<file path="config.mk">
export PLATFORM = sky130hd
export DESIGN_NAME = param_nr_divider
export DESIGN_NICKNAME = d
export VERILOG_FILES = /design/src/rtl/exu_types_pkg.sv /design/src/rtl/param_nr_divider_step.sv /design/src/rtl/param_nr_divider.sv
export SDC_FILE = /design/constraint.sdc
export NUM_CORES = 1
export LEC_CHECK = 0
export CAP_MARGIN = 20
export CORE_MARGIN = 2
export CORE_UTILIZATION = 35
export CTS_CLUSTER_SIZE = 8
export DETAILED_ROUTE_END_ITERATION = 7
export GPL_ROUTABILITY_DRIVEN = 0
export PLACE_DENSITY_LB_ADDON = 0.05
export SETUP_SLACK_MARGIN = 0.02
export SLEW_MARGIN = 20
export SYNTH_ARGS = -nofsm -noshare
export SYNTH_HDL_FRONTEND = slang
export SYNTH_SLANG_ARGS = --single-unit
</file>
<file path="constraint.sdc">
create_clock -name clk -period 8.69 [get_ports clk]
set_clock_uncertainty 0.05 [all_clocks]
set_input_delay 1.738 -clock clk [delete_from_list [all_inputs] [get_ports clk]]
set_output_delay 1.738 -clock clk [all_outputs]
set_load 0.02 [all_outputs]
</file>
<file path="src/rtl/exu_types_pkg.sv">
// Shared EXU divider types: operation encoding and divider FSM states.
package exu_types_pkg;

  typedef enum logic [2:0] {
    DIV_NONE = 3'd0,
    DIV      = 3'd1,
    DIVU     = 3'd2,
    REM      = 3'd3,
    REMU     = 3'd4
  } riscv_div_op_e;

  typedef enum logic [2:0] {
    S_IDLE,
    S_PREP,
    S_CALC,
    S_CORR,
    S_DONE
  } div_state_e;

endpackage

</file>
<file path="src/rtl/param_nr_divider_step.sv">
// One non-restoring division step on a {remainder, quotient} pair; chained for multi-bit retire.
module nr_div_step #(
  parameter int unsigned WIDTH = 32
) (
  input  logic [WIDTH:0]   rem,
  input  logic [WIDTH-1:0] quo,
  input  logic [WIDTH-1:0] divisor,
  output logic [WIDTH:0]   rem_next,
  output logic [WIDTH-1:0] quo_next
);

  logic [WIDTH:0] shifted;
  logic [WIDTH:0] dvs;

  // Sum fits WIDTH+1 bits because the step result lies in [-divisor, divisor).
  always_comb begin
    shifted  = {rem[WIDTH-1:0], quo[WIDTH-1]};
    dvs      = {1'b0, divisor};
    rem_next = rem[WIDTH] ? shifted + dvs : shifted - dvs;
    quo_next = {quo[WIDTH-2:0], ~rem_next[WIDTH]};
  end

endmodule

</file>
<file path="src/rtl/param_nr_divider.sv">
// Iterative non-restoring DIV/DIVU/REM/REMU with early-out, tag pass-through and flush.
module param_nr_divider
  import exu_types_pkg::*;
#(
  parameter int unsigned WIDTH          = 32,
  parameter int unsigned BITS_PER_CYCLE = 1,
  parameter int unsigned TAG_W          = 4,
  parameter int unsigned EARLY_OUT      = 1
) (
  input  logic                              clk,
  input  logic                              rst,
  input  logic                              in_valid,
  output logic                              in_ready,
  input  logic [WIDTH-1:0]                  in_a,
  input  logic [WIDTH-1:0]                  in_b,
  input  logic [$bits(riscv_div_op_e)-1:0]  in_op,
  input  logic [TAG_W-1:0]                  in_tag,
  input  logic                              flush,
  output logic                              out_valid,
  input  logic                              out_ready,
  output logic [WIDTH-1:0]                  out_result,
  output logic [TAG_W-1:0]                  out_tag,
  output logic                              busy
);

  localparam int unsigned STEPS = WIDTH / BITS_PER_CYCLE;
  localparam int unsigned CNT_W = $clog2(STEPS + 1);
  localparam logic [WIDTH-1:0] MIN_NEG = {1'b1, {(WIDTH-1){1'b0}}};

  div_state_e       state, state_next;
  riscv_div_op_e    op_q;
  logic [WIDTH-1:0] a_q, b_q, quo_q, div_q;
  logic [WIDTH:0]   rem_q;
  logic [CNT_W-1:0] count_q;
  logic             neg_quo_q, neg_rem_q, want_rem_q;
  logic             accept;

  logic             signed_op, want_rem, sign_a, sign_b, special;
  logic [WIDTH-1:0] abs_a, abs_b, special_result;

  // Operand conditioning and special-case detection, consumed in S_PREP.
  always_comb begin
    signed_op      = (op_q == DIV) || (op_q == REM);
    want_rem       = (op_q == REM) || (op_q == REMU);
    sign_a         = signed_op && a_q[WIDTH-1];
    sign_b         = signed_op && b_q[WIDTH-1];
    abs_a          = sign_a ? -a_q : a_q;
    abs_b          = sign_b ? -b_q : b_q;
    special        = 1'b1;
    special_result = '0;
    if (!(op_q inside {DIV, DIVU, REM, REMU}))
      special_result = '0;
    else if (b_q == '0)
      special_result = want_rem ? a_q : '1;
    else if (signed_op && (a_q == MIN_NEG) && (b_q == '1))
      special_result = want_rem ? '0 : a_q;
    else if ((EARLY_OUT != 0) && (abs_a < abs_b))
      special_result = want_rem ? a_q : '0;
    else
      special = 1'b0;
  end

  logic [WIDTH:0]   rem_chain [BITS_PER_CYCLE+1];
  logic [WIDTH-1:0] quo_chain [BITS_PER_CYCLE+1];

  assign rem_chain[0] = rem_q;
  assign quo_chain[0] = quo_q;

  for (genvar i = 0; i < BITS_PER_CYCLE; i++) begin : g_step
    nr_div_step #(.WIDTH(WIDTH)) u_step (
      .rem      (rem_chain[i]),
      .quo      (quo_chain[i]),
      .divisor  (div_q),
      .rem_next (rem_chain[i+1]),
      .quo_next (quo_chain[i+1])
    );
  end

  logic [WIDTH-1:0] rem_mag, quo_fix, rem_fix, corr_result;

  // Final restore is done modulo 2^WIDTH; the corrected remainder is always in [0, divisor).
  always_comb begin
    rem_mag     = rem_q[WIDTH] ? rem_q[WIDTH-1:0] + div_q : rem_q[WIDTH-1:0];
    quo_fix     = neg_quo_q ? -quo_q : quo_q;
    rem_fix     = neg_rem_q ? -rem_mag : rem_mag;
    corr_result = want_rem_q ? rem_fix : quo_fix;
  end

  always_ff @(posedge clk) begin
    if (rst) state <= S_IDLE;
    else     state <= state_next;
  end

  always_comb begin
    state_next = state;
    case (state)
      S_IDLE:  if (accept) state_next = S_PREP;
      S_PREP:  state_next = special ? S_DONE : S_CALC;
      S_CALC:  if (count_q == CNT_W'(1)) state_next = S_CORR;
      S_CORR:  state_next = S_DONE;
      S_DONE:  if (out_ready) state_next = S_IDLE;
      default: state_next = S_IDLE;
    endcase
    if (flush) state_next = S_IDLE;
  end

  always_comb begin
    in_ready  = (state == S_IDLE) && !flush;
    out_valid = (state == S_DONE);
    busy      = (state != S_IDLE);
  end

  assign accept = in_valid && in_ready;

  always_ff @(posedge clk) begin
    if (rst) begin
      a_q        <= '0;
      b_q        <= '0;
      op_q       <= DIV_NONE;
      rem_q      <= '0;
      quo_q      <= '0;
      div_q      <= '0;
      count_q    <= '0;
      neg_quo_q  <= 1'b0;
      neg_rem_q  <= 1'b0;
      want_rem_q <= 1'b0;
      out_result <= '0;
      out_tag    <= '0;
    end else begin
      case (state)
        S_IDLE: if (accept) begin
          a_q     <= in_a;
          b_q     <= in_b;
          op_q    <= riscv_div_op_e'(in_op);
          out_tag <= in_tag;
        end
        S_PREP: begin
          rem_q      <= '0;
          quo_q      <= abs_a;
          div_q      <= abs_b;
          count_q    <= CNT_W'(STEPS);
          neg_quo_q  <= sign_a ^ sign_b;
          neg_rem_q  <= sign_a;
          want_rem_q <= want_rem;
          if (special) out_result <= special_result;
        end
        S_CALC: begin
          rem_q   <= rem_chain[BITS_PER_CYCLE];
          quo_q   <= quo_chain[BITS_PER_CYCLE];
          count_q <= count_q - CNT_W'(1);
        end
        S_CORR:  out_result <= corr_result;
        default: begin end
      endcase
    end
  end

endmodule

</file>
# --- Word level (Yosys, flattened, before mapping) ---
# Cells that the tools add are included.
op_classes:
  addsub: 8
  order_cmp: 1
  eq_ne: 15
  muxes: 28
  bitwise: 2
  reduce_logical: 19
ops:
  columns: ["operator", "n"]
  rows:
  - ["$mux W32", 14]
  - ["$neg A32 Y32", 4]
  - ["$pmux W32 S2", 2]
  - ["$pmux W33 S2", 1]
  - ["$eq A32 B32 Y1 const B", 2]
  - ["$add A33 B32 Y33", 1]
  - ["$mux W33", 1]
  - ["$sub A33 B32 Y33", 1]
  - ["$add A32 B32 Y32", 1]
  - ["$logic_not A32 Y1", 1]
  - ["$lt A32 B32 Y1", 1]
  - ["$pmux W3 S5", 1]
  - ["$eq A3 B2 Y1 const B", 4]
  - ["$mux W3", 4]
  - ["$pmux W6 S2", 1]
  - ["$eq A3 B1 Y1 const B", 2]
  - ["$eq A3 B3 Y1 const B", 2]
  - ["$eq A6 B1 Y1 const B", 1]
  - ["$logic_and A1 B1 Y1", 6]
  - ["$ne A2 B2 Y1 const B", 3]
  - ["$sub A6 B1 Y6 const B", 1]
  - ["$mux W1", 4]
  - ["$reduce_and A2 Y1", 2]
  - ["$reduce_bool A2 Y1", 2]
  - ["10 further kinds", 11]
word_totals:
  regBits: 212
  elab_cells: 86

# --- Logic depth before layout (Yosys ltp) ---
# Gate-level depths: netlist of run 1.
depth:
  depth_word: 11
  depth_mapped: 22

# --- Cells and area by module ---
# From an unflattened synthesis of run 1, not the netlist that was laid out.
unflattened:
  hier_cells: 2211
  area_unflattened_um2: 16414.5
modules_own_cells:
  columns: ["mod", "n_inst", "cells_each", "area_per_inst_um2", "seq_area_each_um2"]
  rows:
  - ["param_nr_divider", 1, 1824, 13743.2, 4244.1]
  - ["nr_div_step", 1, 387, 2671.3, 0.0]

# --- Least setup slack after synthesis of run 1 ---
# Ideal clock, no wire load.
synth_timing:
  kind: "reg-to-reg"
  startpoint: "reg rem_q[32]"
  endpoint: "reg rem_q[32]"
  setup_time_ns: 0.074
  arrival_time_ns: 5.000
  setup_slack_ns: 3.566
  path_stages_with_launch: 21
  synth_period_minus_slack_ns: 5.124
  path_cell_list: "dfxtp_1 buf_2 buf_2 clkbuf_8 clkbuf_8 clkbuf_8 clkbuf_1 clkbuf_8 clkbuf_1 nor2_1 xnor2_1 ha_1 a21o_1 or3_1 o211ai_1 a211oi_1 o211a_1 o41a_1 a41o_1 or4_1 a31oi_1"
synth_via:
  elab_chain_len: 2
synth_rtl:
  columns: ["element", "line", "source"]
  rows:
  - ["start: declaration", "param_nr_divider.sv:33", "logic [WIDTH:0] rem_q;"]
  - ["start signal: assignment", "param_nr_divider.sv:148", "rem_q <= rem_chain[BITS_PER_CYCLE];"]
  - ["$mux W33", "param_nr_divider_step.sv:19", "rem_next = rem[WIDTH] ? shifted + dvs : shifted - dvs;"]
  - ["$pmux W33 S2", "param_nr_divider.sv:130", "case (state)"]
# Every way passes these cells.
# A chain may end at the register's enable or synchronous reset.

# --- Worst setup path in the final report of run 1 ---
layout_timing:
  startpoint: "reg b_q[2]"
  endpoint: "reg out_result[13]"
layout_via:
  elab_chain_len: 9
  elab_cells_between_ends: 18
  cone_classes: "add/sub (1); order compare (1); eq/ne (2); mux (11); reduce/logical (3)"
layout_rtl:
  columns: ["element", "line", "source"]
  rows:
  - ["start: declaration", "param_nr_divider.sv:32", "logic [WIDTH-1:0] a_q, b_q, quo_q, div_q;"]
  - ["start signal: assignment", "param_nr_divider.sv:133", "b_q <= in_b;"]
  - ["$neg A32 Y32", "param_nr_divider.sv:48", "abs_b = sign_b ? -b_q : b_q;"]
  - ["$mux W32", "param_nr_divider.sv:48", null]
  - ["$lt A32 B32 Y1", "param_nr_divider.sv:57", "else if ((EARLY_OUT != 0) && (abs_a < abs_b))"]
  - ["$mux W32 / $mux W1 (equally long branches)", "param_nr_divider.sv:57", null]
  - ["$mux W32 / $mux W1 (equally long branches)", "param_nr_divider.sv:55", "else if (signed_op && (a_q == MIN_NEG) && (b_q == '1))"]
  - ["$mux W32 / $mux W1 (equally long branches)", "param_nr_divider.sv:53", "else if (b_q == '0)"]
  - ["$mux W32 / $mux W1 (equally long branches)", "param_nr_divider.sv:51", "if (!(op_q inside {DIV, DIVU, REM, REMU}))"]
  - ["$mux W32 / $ne A2 B2 Y1 (equally long branches)", null, null]
  - ["$pmux W32 S2 / $reduce_and A2 Y1 (equally long branches)", null, null]
  - ["end signal: assignment", "param_nr_divider.sv:145", "if (special) out_result <= special_result;"]
  - ["end signal: assignment", "param_nr_divider.sv:152", "S_CORR: out_result <= corr_result;"]
  - ["end: declaration", "param_nr_divider.sv:21", "output logic [WIDTH-1:0] out_result,"]
# Several ways; a longest one is shown, not always the timed one. The select of a mux whose other input is x is not followed.

==> metrics, run 1 <==
CP Buf/Inv Count 1; RSZ-0062 raised after global routing false; Unique masters post-synth 103; worst-path cell chain or3_1 > or4_1 > or3_1 > nor2_1 > a21oi_1 > xnor2_1 > ha_1 > a21oi_1 > o22ai_1 > o21a_1 > o21a_1 > a2111oi_0 > a211o_1 > a21oi_1 > or4b_1 > a211oi_4 > buf_4 > o21ai_0 > a31oi_1; global route overflow 0; Die Span Y 220 um; fmax 176 MHz; drt total wl 57400 um; PortBufs 114; nets 2368; CTS H-Tree Depth 2; start point of the critical path b_q[2]; Reg2Reg Capture Point out_result[13]; synthesized area 16300 um2; gr usage total 23.7%; routed vias/inst 5.63; status completed; Final Max Tran Viols 0; # diodes 0; hpwl dp 43400 um; hold_buf cts 0; die width 220 um; minimum clock period 5680 ps; share of the core filled with cells 40.5%; synthesized flop and latch total 212; Final Hold Vio Count 0; maximum buffer depth of the clock tree 3; syn nets 2327; Initial Util 35.3%; CP Max Fanout 31; initial antenna violation count 0; critical path class reg -> reg; RR Startpoint b_q[2]; async set-or-reset flop fraction in the synthesized netlist 0%; Worst setup EP type register; Core ar. 46300 um2; hold worst-path end out_tag[3]; post-synthesis instance total 2147; share of cells above drive strength 1 5.37%; Ys Warns 0; reg2reg setup slack 3010 ps; most frequent CP cell a21oi_1; Cell Pwr Density 151 nW/um2; CTS tree built; fillers 4848; Final ANT Viol Nets 0; Worst Hold Depth 2; reg2reg path depth 19; routed len/inst 20.5 um; Setup crit start kind register; initial DRC count 1120; Slew HR 27.4%; Area Growth Syn to Fin 14.7%; Largest stage delay, worst path 580 ps; Main synth FF type dfxtp_1; final setup fails 0; Post-Place Cells 2759; Req. time, crit path 9100 ps; CTS root buffer clkbuf_16; largest net degree at the start of global routing 115; slowest stage cell, crit path or4b_1; setup TNS 0 ps; Hold Path Class reg -> reg; Die Area 48400 um2; first-pass GRT wire length 88800 um; Post-CTS Repair Setup Buffers 0; vias in the first global route 15200; first drt pass iteration count 6; PnR Total Power 0.00283 W; Crit path depth 19; worst slew pin tran 1090 ps; via count 15800; leakage 7.12 nW; max-cap violations 0; Synth Area per Inst 7.60 um2; row cnt 79; CTS buffer count 34; Max VDD drop 164 uV; register area share after synthesis 26.0%; I/O pins 115; cell family with most CP delay simple AND/OR/NAND/NOR gates; clk_lat worst skew 550 ps; Reg clk slew, reported paths 50 ps; Post-synth EDFFs 0; # DRC 0; post-CTS resize count 0; Hold Startpoint out_tag[3]; critical path arrival 6090 ps; final period utilization 65.4%; clk sinks 212; fin cells 2804
-- area by class of cell --
class	instances	area [um2]	area share, %
Multi-Input combinational cell	1762	11300	60.4
Clock buffer	40	893	4.77
Timing Repair Buffer	130	1260	6.74
Sequential cell	212	4250	22.7
Inverter	48	180	0.962
Clock inverter	5	78.8	0.421
Tap cell	607	759	4.06
-- state kept, by name, indices dropped and copies added, names as in the netlist, 4 cells and up --
signal / flops
div_q: 32
out_tag: 4
quo_q: 32
count_q: 6
out_result: 32
a_q: 32
b_q: 32
rem_q: 33
-- worst max-delay path by stage --
| stage | end | slack, ps |
|---|---|---|
| global route | out_result[13] | 2650 |
| floorplan | rem_q[32] | 3570 |
| detailed placement | out_result[14] | 3100 |
| finish | out_result[13] | 3010 |
| CTS | out_result[19] | 3080 |
| global placement | out_result[29] | 3190 |
-- logic make-up (layout without fill, tap and decap cells) --
| group | after synthesis | count (layout) | synth area share (%) |
|---|---|---|---|
| xor+xnor | 180 | 180 | 9.74 |
| compound gates | 722 | 722 | 29.0 |
| flops | 212 | 212 | 26.0 |
| fa+ha+maj | 104 | 104 | 8.06 |
| simple gates | 738 | 738 | 21.1 |
| mux | 18 | 18 | 1.15 |
| buf+inv | 173 | 223 | 4.93 |
-- per-stage QoR --
| stage | setup slack (ps) | instance area [um2] | hold WS, ps |
|---|---|---|---|
| final | 3010 | 18700 | 404 |
| after global routing | 2650 | 18700 | 414 |
| after CTS | 3080 | 18700 | 404 |
| after detailed placement | 3100 | 17800 | 397 |
| after global placement | 3190 | 17800 | 393 |
| after floorplan | 3570 | 16300 | 396 |
-- cell usage in the layout, fill, tap and decap left out, drive strengths merged, types with 30 or more instances in the layout --
master / synthesis / routed
clkbuf: 109 / 40
clkdlybuf4s50: 0 / 113
a21o: 46 / 46
nor2: 186 / 186
nor3: 49 / 49
xor2: 79 / 79
a31oi: 36 / 36
a22oi: 57 / 57
xnor2: 100 / 100
nand3: 33 / 33
o21ai: 102 / 102
nand4: 30 / 30
nand2: 288 / 288
inv: 48 / 49
a21oi: 254 / 254
a211oi: 61 / 61
ha: 102 / 102
dfxtp: 212 / 212
-- tightest hold or removal path, stage by stage (launching register included) --
cell and delay [ps]:
dfxtp_1 300, nand2_1 50, a21oi_1 50
-- routing by layer --
metal	global-route usage [%]	wire length (um)	up-vias
li1	-	-	7942
met2	38.3	25700	316
met4	7.52	1590	0
met5	0	0	-
met1	32.7	27800	7468
met3	2.71	2240	72
-- power by group --
group | switching [W] | internal, W
combinational | 0.000318 | 0.000218
clock | 0.000494 | 0.000752
sequential | 0.0000463 | 0.000998
-- synth_stat cells, drive strengths merged (10+ instances only) --
master | instances | area, um2
inv | 48 | 180
or4 | 22 | 173
and2 | 16 | 103
clkbuf | 109 | 519
or3 | 18 | 118
and3 | 13 | 87.6
o21a | 18 | 136
a2111oi | 13 | 151
a22oi | 57 | 428
nor2 | 186 | 706
o41ai | 17 | 164
a31oi | 36 | 225
nand3 | 33 | 165
a21oi | 254 | 1280
xor2 | 79 | 692
o21ai | 102 | 510
or2 | 10 | 62.6
buf | 15 | 93.8
a211oi | 61 | 468
ha | 102 | 1280
xnor2 | 100 | 876
nor2b | 11 | 68.8
o211ai | 17 | 133
mux2i | 12 | 120
o31ai | 22 | 179
nand2 | 288 | 1080
a21o | 46 | 348
nand4 | 30 | 188
nand2b | 23 | 144
nor3 | 49 | 250
nor4 | 16 | 106
o22ai | 10 | 62.6
dfxtp | 212 | 4240
No activity file was read; power rests on OpenSTA's default activity.
==> inputs of run 2 (changes only) <==
Clock period 8.69 ns to 4.8 ns, I/O delays scaled along.
==> run 2 against run 1 <==
  * The flow now finishes with violations (negative setup slack)
  * Largest power group unchanged
  * Critical path depth up 1
  * Worst hold slack worse by 2.1 ps
  * Highest routed layer unchanged
  * Via count up 5.3%
  * First-iteration DRC count up 9.6%
  * Register-to-register slack worse by 3100 ps
  * Combinational power up 130%
==> metrics, run 2 (synthesis gave the netlist of run 1 again) <==
sequential cell area 4250 um2 (about the same); Placement Setup Slack -518 ps (-3620 ps); maximum buffer depth of the clock tree 3 (unchanged); initial antenna violation count 0 (unchanged); PortBufs 114 (unchanged); max FFs per register 33 (unchanged); Req. time, crit path 5250 ps (-3850 ps); Initial Util 35.3% (unchanged); die width 220 um (unchanged); routed len/inst 20.1 um (-1.8%); Largest stage delay, worst path 550 ps (-30 ps); final period utilization 102% (+37 points); Final WS setup -117 ps (-3130 ps); row cnt 79 (unchanged); CTS tree built; Core ar. 46300 um2 (unchanged); Setup crit start kind register; routed vias/inst 5.57 (-1.1%); share of cells above drive strength 1 14.2% (+8.8 points); CTS root buffer clkbuf_16; critical path arrival 5370 ps (-720 ps); I/O pins 115 (unchanged); clk sinks 212 (unchanged); violated checks negative setup slack; final setup fails 31 (+31); initial DRC count 1227 (+9.6%); # diodes 0 (unchanged); Reg clk slew, reported paths 50 ps (about the same); Final ANT Viol Nets 0 (unchanged); fmax 203 MHz (+16%); most frequent cells in the layout nand2_1 (287), a21oi_1 (244), dfxtp_1 (209); setup TNS -2310 ps (-2310 ps); slowest stage cell, crit path or4b_4; largest net degree at the start of global routing 97 (-16%); Final Hold Vio Count 0 (unchanged); Worst setup EP type register; vias in the first global route 16100 (+5.8%); Final Instance Area 20300 um2 (+8.4%); most frequent CP cell a21oi_2; Cell Pwr Density 252 nW/um2 (+67%); gr usage total 24.6% (+0.92 points); Slew HR 33.6% (+6.2 points); CTS H-Tree Depth 1 (-1); global route overflow 0 (unchanged); status finished with violations; clk_lat worst skew 590 ps (+40 ps); multi-input logic area 11500 um2 (+2.0%); Final Max Tran Viols 0 (unchanged); first drt pass iteration count 5 (-1); first-pass GRT wire length 92900 um (+4.6%); # DRC 0 (unchanged); Area Growth Syn to Fin 24.3%; CP Max Fanout 9 (-71%); hpwl dp 46500 um (+7.1%); Placed Instance Area 19100 um2 (+7.5%); critical path class reg -> reg; Hold Path Class reg -> reg; Die Area 48400 um2 (unchanged); nets 2552 (+7.8%); leakage 8.04 nW (+13%); hold_buf cts 0 (unchanged); worst-path cell chain or3_4 > or4_4 > or3_4 > nor2_4 > a21oi_2 > xnor2_1 > ha_1 > a21oi_2 > o22ai_2 > o21a_1 > o21a_1 > a2111oi_4 > a211o_1 > a21oi_2 > or4b_4 > a211oi_4 > buf_6 > buf_12 > a222oi_1 > o22ai_1; CTS buffer count 31 (-8.8%); via count 16600 (+5.3%); fillers 4858 (+0.21%); RSZ-0062 raised after global routing true; max-cap violations 0 (unchanged); commonest non-fill, non-tap cell in the layout nand2_1; minimum clock period 4920 ps (-765 ps); drt total wl 60000 um (+4.6%); Max VDD drop 252 uV (+54%); worst slew pin tran 997 ps (-92.5 ps); Biggest register rem_q; Die Span Y 220 um (unchanged); reg2reg setup slack -120 ps (-3130 ps)
## run 2: cell types whose count changed in the layout (fill, tap and decap cells not counted), moves of 4 or more
| cell | previous run | this run |
|---|---|---|
| buf_4 | 16 | 197 |
| o21ai_0 | 99 | 85 |
| o21ai_1 | 3 | 13 |
| a21oi_1 | 252 | 244 |
| a21oi_2 | 2 | 10 |
| o21ai_2 | 0 | 4 |
| or3_1 | 17 | 13 |
| or3_4 | 1 | 5 |
## run 2: timing repair
item                       CTS  global route
setup endpoints to repair   33            36
pin swaps                    8            21
buffers inserted             5             9
cloned                       1             1
gates resized for setup     31            27
## run 2: path summary, 6_finish.rpt
kind                    from             end  cells past startpoint
setup / recovery      b_q[2]  out_result[25]                     20
hold / removal    out_tag[0]      out_tag[0]                      2
setup reg to reg      b_q[2]  out_result[25]                     20
hold reg to reg   out_tag[0]      out_tag[0]                      2
## run 2: metrics by stage
step,total power [W],hold WS [ps],util [%],std cells
4_1_cts,0.00513,405,43.4,2976
3_3_place_gp,0.00307,394,41.3,2930
6_report,0.00511,401,43.9,2986
5_1_grt,0.00536,421,43.9,2986
2_1_floorplan,0.00259,396,-,2147
3_5_place_dp,0.00307,398,41.3,2930
## run 2: metal layers
metal / part of all wire, % / GRT usage [%] / vias up
met5: 0 / 0 / -
met2: 46 / 40.5 / 392
met1: 47 / 33.1 / 7835
met3: 4.0 / 2.80 / 100
li1: - / - / 8310
met4: 3.5 / 8.61 / 0
## run 2: final cells by class
cell class              instances  share of cell area, %
clock buffers                  40                   4.14
inverters                      48                  0.888
multi-input cells            1762                   56.8
flip-flops and latches        212                   20.9
well taps                     607                   3.74
repair buffers                317                   13.5
## run 2: power breakdown
part           switching, W  total (W)  internal (W)
Sequential        0.0000543    0.00186       0.00181
Clock              0.000828    0.00201       0.00118
Combinational      0.000675    0.00124      0.000564
## run 2: worst max-delay path: cells and delay by family (launching register included)
| kind | cells | cell delay, ps |
|---|---|---|
| compound gates | 11 | 1700 |
| xor+xnor | 1 | 230 |
| fa+ha+maj | 1 | 310 |
| buf+inv | 2 | 310 |
| flops | 1 | 320 |
| simple gates | 5 | 1910 |
